`config.mk`:
```
export PLATFORM = sky130hd
export DESIGN_NAME = pipe_hazard_ctrl_flat
export DESIGN_NICKNAME = d
export VERILOG_FILES = /design/src/rtl/pipe_hazard_ctrl_if.sv /design/src/rtl/pipe_hazard_ctrl.sv /design/src/flat_wrapper.sv
export SDC_FILE = /design/constraint.sdc
export NUM_CORES = 1
export LEC_CHECK = 0
export ABC_AREA = 0
export CAP_MARGIN = 10
export CELL_PAD_IN_SITES_DETAIL_PLACEMENT = 1
export CELL_PAD_IN_SITES_GLOBAL_PLACEMENT = 2
export CORE_MARGIN = 5
export CORE_UTILIZATION = 28
export CTS_CLUSTER_DIAMETER = 50
export DETAILED_ROUTE_END_ITERATION = 7
export PLACE_DENSITY = 0.94
export RECOVER_POWER = 25
export SLEW_MARGIN = 0
export SYNTH_ARGS = -nofsm -noshare
export SYNTH_HDL_FRONTEND = slang
export SYNTH_SLANG_ARGS = --single-unit
```
`constraint.sdc`:
```
create_clock -name clk -period 3.3 [get_ports clk]
set_clock_uncertainty 0.1 [all_clocks]
set_input_delay 0.66 -clock clk [delete_from_list [all_inputs] [get_ports clk]]
set_output_delay 0.66 -clock clk [all_outputs]
set_load 0.01 [all_outputs]
```
`src/rtl/pipe_hazard_ctrl_if.sv`:
```
// Pipeline hazard-control bundle between the datapath and pipe_hazard_ctrl.
//   master : pipeline/memory side. Drives the hazard and cache status, receives controls.
//   slave  : hazard controller. Receives status, drives enables, flushes, refill and counters.
// Status  : mem_access, cache_hit, mem_ready, idex_load, idex_rd, ifid_rs, ifid_rt, branch_taken.
// Control : pc_en, ifid_en, idex_en, exmem_en, ifid_flush, idex_flush, memwb_flush,
//           mem_req, refill_we, miss_count, miss_cycles.
interface pipe_hazard_ctrl_if #(
   parameter int unsigned CNT_W = 16
);
   // Status from the pipeline and main memory
   logic             mem_access;
   logic             cache_hit;
   logic             mem_ready;
   logic             idex_load;
   logic [4:0]       idex_rd;
   logic [4:0]       ifid_rs;
   logic [4:0]       ifid_rt;
   logic             branch_taken;

   // Control back to the pipeline
   logic             pc_en;
   logic             ifid_en;
   logic             idex_en;
   logic             exmem_en;
   logic             ifid_flush;
   logic             idex_flush;
   logic             memwb_flush;
   logic             mem_req;
   logic             refill_we;
   logic [CNT_W-1:0] miss_count;
   logic [CNT_W-1:0] miss_cycles;

   modport master (
      output mem_access, cache_hit, mem_ready, idex_load,
             idex_rd, ifid_rs, ifid_rt, branch_taken,
      input  pc_en, ifid_en, idex_en, exmem_en,
             ifid_flush, idex_flush, memwb_flush,
             mem_req, refill_we, miss_count, miss_cycles
   );

   modport slave (
      input  mem_access, cache_hit, mem_ready, idex_load,
             idex_rd, ifid_rs, ifid_rt, branch_taken,
      output pc_en, ifid_en, idex_en, exmem_en,
             ifid_flush, idex_flush, memwb_flush,
             mem_req, refill_we, miss_count, miss_cycles
   );
endinterface

```
`src/rtl/pipe_hazard_ctrl.sv`:
```
// Central stall/flush sequencer for the five-stage pipeline with a direct-mapped D-cache.
// It handles D-cache miss refills, load-use hazards and taken branches, and keeps
// saturating miss statistics.
//   clk, rst : clock and synchronous active-high reset.
//   hz       : slave side of pipe_hazard_ctrl_if. It carries the status inputs, the
//              control outputs, and the registered miss_count and miss_cycles counters.
// The control outputs are combinational from the state and the inputs. This lets a
// miss freeze the pipeline in the same cycle that it is detected.
module pipe_hazard_ctrl #(
   parameter int unsigned CNT_W = 16
) (
   input  logic                clk,
   input  logic                rst,
   pipe_hazard_ctrl_if.slave   hz
);

   typedef enum logic [1:0] {
      IDLE      = 2'd0,
      MISS_WAIT = 2'd1,
      REFILL    = 2'd2
   } state_e;

   localparam logic [CNT_W-1:0] CNT_MAX = '1;

   state_e           state_q, state_d;
   logic [CNT_W-1:0] miss_count_q, miss_count_d;
   logic [CNT_W-1:0] miss_cycles_q, miss_cycles_d;

   logic miss, load_use;
   logic pc_en, ifid_en, idex_en, exmem_en;
   logic ifid_flush, idex_flush, memwb_flush;
   logic mem_req, refill_we;

   assign miss     = hz.mem_access & ~hz.cache_hit;
   // Register 0 is hard-wired to zero, so it never carries a dependency.
   assign load_use = hz.idex_load && (hz.idex_rd != 5'd0) &&
                     ((hz.idex_rd == hz.ifid_rs) || (hz.idex_rd == hz.ifid_rt));

   // Next state, counter updates and combinational pipeline controls
   always_comb begin
      state_d       = state_q;
      miss_count_d  = miss_count_q;
      miss_cycles_d = miss_cycles_q;
      pc_en         = 1'b1;
      ifid_en       = 1'b1;
      idex_en       = 1'b1;
      exmem_en      = 1'b1;
      ifid_flush    = 1'b0;
      idex_flush    = 1'b0;
      memwb_flush   = 1'b0;
      mem_req       = 1'b0;
      refill_we     = 1'b0;

      if (rst) begin
         // Hold every stage and bubble the flushable ones; any refill in flight is dropped.
         pc_en       = 1'b0;
         ifid_en     = 1'b0;
         idex_en     = 1'b0;
         exmem_en    = 1'b0;
         ifid_flush  = 1'b1;
         idex_flush  = 1'b1;
         memwb_flush = 1'b1;
         state_d     = IDLE;
      end else begin
         unique case (state_q)
            IDLE: begin
               if (miss) begin
                  // Freeze everything up to EX/MEM and keep the missing access out of WB.
                  pc_en       = 1'b0;
                  ifid_en     = 1'b0;
                  idex_en     = 1'b0;
                  exmem_en    = 1'b0;
                  memwb_flush = 1'b1;
                  state_d     = MISS_WAIT;
                  if (miss_count_q != CNT_MAX) miss_count_d = miss_count_q + CNT_W'(1);
               end else if (load_use) begin
                  // Hold PC and IF/ID for one cycle and let a bubble enter EX.
                  // A branch in the stalled instruction resolves on the retry.
                  pc_en      = 1'b0;
                  ifid_en    = 1'b0;
                  idex_flush = 1'b1;
               end else if (hz.branch_taken) begin
                  ifid_flush = 1'b1;
               end
            end

            MISS_WAIT: begin
               pc_en       = 1'b0;
               ifid_en     = 1'b0;
               idex_en     = 1'b0;
               exmem_en    = 1'b0;
               memwb_flush = 1'b1;
               mem_req     = 1'b1;
               if (miss_cycles_q != CNT_MAX) miss_cycles_d = miss_cycles_q + CNT_W'(1);
               if (hz.mem_ready) state_d = REFILL;
            end

            REFILL: begin
               pc_en       = 1'b0;
               ifid_en     = 1'b0;
               idex_en     = 1'b0;
               exmem_en    = 1'b0;
               memwb_flush = 1'b1;
               refill_we   = 1'b1;
               if (miss_cycles_q != CNT_MAX) miss_cycles_d = miss_cycles_q + CNT_W'(1);
               state_d     = IDLE;
            end

            default: state_d = IDLE;
         endcase
      end
   end

   // State and statistics registers
   always_ff @(posedge clk) begin
      if (rst) begin
         state_q       <= IDLE;
         miss_count_q  <= '0;
         miss_cycles_q <= '0;
      end else begin
         state_q       <= state_d;
         miss_count_q  <= miss_count_d;
         miss_cycles_q <= miss_cycles_d;
      end
   end

   assign hz.pc_en       = pc_en;
   assign hz.ifid_en     = ifid_en;
   assign hz.idex_en     = idex_en;
   assign hz.exmem_en    = exmem_en;
   assign hz.ifid_flush  = ifid_flush;
   assign hz.idex_flush  = idex_flush;
   assign hz.memwb_flush = memwb_flush;
   assign hz.mem_req     = mem_req;
   assign hz.refill_we   = refill_we;
   assign hz.miss_count  = miss_count_q;
   assign hz.miss_cycles = miss_cycles_q;

endmodule

```
`src/flat_wrapper.sv`:
```
// flat-port wrapper written by rule: the top's interface ports become plain ports
module pipe_hazard_ctrl_flat 
#(
   parameter int unsigned CNT_W = 16
)
  (clk, rst, hz_mem_access, hz_cache_hit, hz_mem_ready, hz_idex_load, hz_idex_rd, hz_ifid_rs, hz_ifid_rt, hz_branch_taken, hz_pc_en, hz_ifid_en, hz_idex_en, hz_exmem_en, hz_ifid_flush, hz_idex_flush, hz_memwb_flush, hz_mem_req, hz_refill_we, hz_miss_count, hz_miss_cycles);
  pipe_hazard_ctrl_if #(.CNT_W(CNT_W)) hz_i ();
  input  logic clk;
  input  logic rst;
  input wire logic [$bits(hz_i.mem_access)-1:0] hz_mem_access;
  input wire logic [$bits(hz_i.cache_hit)-1:0] hz_cache_hit;
  input wire logic [$bits(hz_i.mem_ready)-1:0] hz_mem_ready;
  input wire logic [$bits(hz_i.idex_load)-1:0] hz_idex_load;
  input wire logic [$bits(hz_i.idex_rd)-1:0] hz_idex_rd;
  input wire logic [$bits(hz_i.ifid_rs)-1:0] hz_ifid_rs;
  input wire logic [$bits(hz_i.ifid_rt)-1:0] hz_ifid_rt;
  input wire logic [$bits(hz_i.branch_taken)-1:0] hz_branch_taken;
  output wire logic [$bits(hz_i.pc_en)-1:0] hz_pc_en;
  output wire logic [$bits(hz_i.ifid_en)-1:0] hz_ifid_en;
  output wire logic [$bits(hz_i.idex_en)-1:0] hz_idex_en;
  output wire logic [$bits(hz_i.exmem_en)-1:0] hz_exmem_en;
  output wire logic [$bits(hz_i.ifid_flush)-1:0] hz_ifid_flush;
  output wire logic [$bits(hz_i.idex_flush)-1:0] hz_idex_flush;
  output wire logic [$bits(hz_i.memwb_flush)-1:0] hz_memwb_flush;
  output wire logic [$bits(hz_i.mem_req)-1:0] hz_mem_req;
  output wire logic [$bits(hz_i.refill_we)-1:0] hz_refill_we;
  output wire logic [$bits(hz_i.miss_count)-1:0] hz_miss_count;
  output wire logic [$bits(hz_i.miss_cycles)-1:0] hz_miss_cycles;
  assign hz_i.mem_access = hz_mem_access;
  assign hz_i.cache_hit = hz_cache_hit;
  assign hz_i.mem_ready = hz_mem_ready;
  assign hz_i.idex_load = hz_idex_load;
  assign hz_i.idex_rd = hz_idex_rd;
  assign hz_i.ifid_rs = hz_ifid_rs;
  assign hz_i.ifid_rt = hz_ifid_rt;
  assign hz_i.branch_taken = hz_branch_taken;
  assign hz_pc_en = hz_i.pc_en;
  assign hz_ifid_en = hz_i.ifid_en;
  assign hz_idex_en = hz_i.idex_en;
  assign hz_exmem_en = hz_i.exmem_en;
  assign hz_ifid_flush = hz_i.ifid_flush;
  assign hz_idex_flush = hz_i.idex_flush;
  assign hz_memwb_flush = hz_i.memwb_flush;
  assign hz_mem_req = hz_i.mem_req;
  assign hz_refill_we = hz_i.refill_we;
  assign hz_miss_count = hz_i.miss_count;
  assign hz_miss_cycles = hz_i.miss_cycles;
  pipe_hazard_ctrl #(.CNT_W(CNT_W)) u_core (.clk(clk), .rst(rst), .hz(hz_i));
endmodule
```
==> reports/qor.csv <==
stage;metric;value;unit
finish;diode count;0;
finish;# nets final;324;
floorplanning;Initial Util;28.7;%
clock_tree;Clock Path Buffers;2;
clock_tree;TritonCTS Buffers;5;
detailed_routing;Remaining DRCs;0;
floorplanning;Core ar.;0.00676;sq mm
synthesis;Seq/Total Area, Yosys;35.1;%
clock_tree;CTS tree;yes;
timing;final worst setup slack;0.143;ns
global_route;initial antenna violation count;0;
timing;relative slew slack;14.1;%
floorplanning;IO Count;63;
synthesis;ys flop type;dfxtp_1;
place;Post-DP HPWL;4.20;mm
timing;RSZ-0062 raised after global routing;no;
clock_tree;Root Driver;clkbuf_8;
synthesis;yosys warns;0;
min_path;HP Class;reg -> reg;
place;pre-CTS setup slack;-0.203;ns
power;Pwr Total;874;uW
global_route;first-pass GRT wire length;9.43;mm
timing;fin crit period;3.16;ns
power;Pwr Density;315;mW/mm^2
synthesis;syn_nets;258;
place;IO buf count;62;
synthesis;synthesized area;0.00194;sq mm
worst_setup_path;Crit. End Element;primary output;
worst_setup_path;Startpoint Class;primary input;
detailed_routing;average wire per standard cell;14.6;um
timing;Max Slew Vio Count;0;
detailed_routing;drt pass-1 iters;4;
synthesis;Yosys cell types;39;
detailed_routing;routed wire length;5.49;mm
detailed_routing;Final ANT Viol Nets;0;
synthesis;Async SR Flop Fraction;0;%
timing;Max Freq;317;MHz
finish;share of cells above drive strength 1;7.09;%
finish;Final Cell Area;0.00278;sq mm
floorplanning;Die Footprint;0.00869;sq mm
run_status;status;finished clean;
clock_tree;clk slew on worst S/H paths;0.07;ns
power;worst IR drop on VDD;0.161;mV
detailed_routing;initial drt markers;37;
power;leak pwr;0.00105;uW
worst_setup_path;Crit path required time;2.54;ns
timing;final hold violation count;0;
timing;hold_ws;0.417;ns
place;dpl cell area;0.00265;sq mm
synthesis;top-area cell type share of the netlist area;35.1;%
synthesis;Synth Instances;229;
clock_tree;clock sinks;34;
clock_tree;hold bufs inserted after CTS;0;
timing;Slew @ Worst Pin;1.28;ns
timing;setup TNS;0;ns
job;Max-cap violations;0;
floorplanning;Die H;93.2;um
global_route;largest net degree at the start of global routing;25;
detailed_routing;vias;1846;
worst_setup_path;CP max FO;3;
clock_tree;Clock Latency Late Sink;0.28;ns
floorplanning;Rows;30;
global_route;Overflow after GRT;0;
synthesis;Avg Cell Area, Syn;8.47;sq um
global_route;vias in the first global route;1926;
clock_tree;CTS HTree Levels;2;
worst_setup_path;critical path class;in -> out;
worst_setup_path;Worst EP arrival;2.40;ns
synthesis;area leader, netlist;dfxtp_1;
synthesis;number of synthesized flops with an enable pin;0;
place;gpl congestion;0.722;
global_route;GRT Util Overall;13.5;%
finish;most frequent cells in the layout;clkdlybuf4s50_1 (45), nor2_1 (40), dfxtp_1 (34), xnor2_1 (22);
timing;Final Setup Violations;0;
finish;most common cell after layout, fill and taps aside;clkdlybuf4s50_1;
detailed_routing;post-DR vias/cell;4.91;
synthesis;Synth area leaders;dfxtp_1 (35%), xnor2_1 (10%), nor2_1 (7.7%);
finish;Area Growth Syn to Fin;43.2;%
synthesis;register bit total from synthesis;34;
timing;period utilization;95.7;%
floorplanning;die width;93.2;um
## per-layer routing
metal  track usage [%]  vias up  share of wire [%]
met5                 0        -                  0
met4              3.66        0               0.77
met3              3.70        6                3.6
met2              23.0       33                 50
met1              16.5      873                 45
li1                  -      934                  -
## per-stage QoR
stage	util [%]	instances
after CTS	40.9	376
after global routing	41.1	376
after floorplan	-	229
after global placement	39.2	366
final	41.1	376
after detailed placement	39.2	366
## cell type report
class | instances | area (sq um)
Tap cell | 80 | 100
Clock inverter | 1 | 5.00
Fill cell | 802 | 3980
Sequential cell | 34 | 681
Timing Repair Buffer | 68 | 674
Clock buffer | 7 | 86.3
Multi-Input combinational cell | 181 | 1210
Inverter | 5 | 18.8
## Yosys cell counts, types with 3 or more instances
| cell type | instances |
|---|---|
| a21oi_1 | 7 |
| nor2_1 | 40 |
| nand3_1 | 12 |
| nand2_1 | 11 |
| nand4_1 | 15 |
| inv_1 | 5 |
| o21ai_0 | 3 |
| and3_1 | 8 |
| ha_1 | 7 |
| nor3_1 | 6 |
| xor2_1 | 16 |
| xnor2_1 | 23 |
| dfxtp_1 | 34 |
| clkbuf_1 | 7 |
## power by group
| group | internal, uW | switching, uW |
|---|---|---|
| combinational | 69.1 | 62.3 |
| sequential | 416 | 7.43 |
| clock | 168 | 152 |
## worst paths after layout
check | startpoint | endpoint | slack (ns) | cells past startpoint
setup / recovery | hz_ifid_rs[4] | hz_ifid_flush | 0.14 | 8
hold / removal | u_core.state_q[1] | u_core.state_q[1] | 0.42 | 2
setup reg to reg | u_core.hz.miss_cycles[2] | u_core.hz.miss_cycles[7] | 0.69 | 5
hold reg to reg | u_core.state_q[1] | u_core.state_q[1] | 0.42 | 2
## registers in the layout (all words and copies together) (netlist names)
name	count
u_core.hz.miss_count	16
u_core.hz.miss_cycles	16
u_core.state_q	2
## worst max-delay path, cell delays in order
cell and delay [ns]:
clkdlybuf4s50_1 0.41, xnor2_1 0.20, nand3_2 0.13, nor3_4 0.20, o221ai_2 0.13, buf_4 0.15
a41o_1 0.22, dlygate4sd2_1 0.29
## cells by family (layout without fill, tap and decap cells)
logic type | count (synthesis) | in the layout | share of synthesized area (%)
xor+xnor | 39 | 39 | 17.6
fa+ha+maj | 7 | 7 | 4.52
flops | 34 | 34 | 35.1
simple gates | 113 | 113 | 31.8
compound gates | 21 | 21 | 7.35
mux | 1 | 1 | 0.516
buf+inv | 14 | 81 | 3.10
## timing repair
item | CTS | global route
hold endpoints to repair | 0 | 0
gates resized for setup | 7 | 9
buffers inserted | 2 | 0
setup endpoints to repair | 4 | 2
pin swaps | 1 | 6
Power figures use the tool's default switching activity.
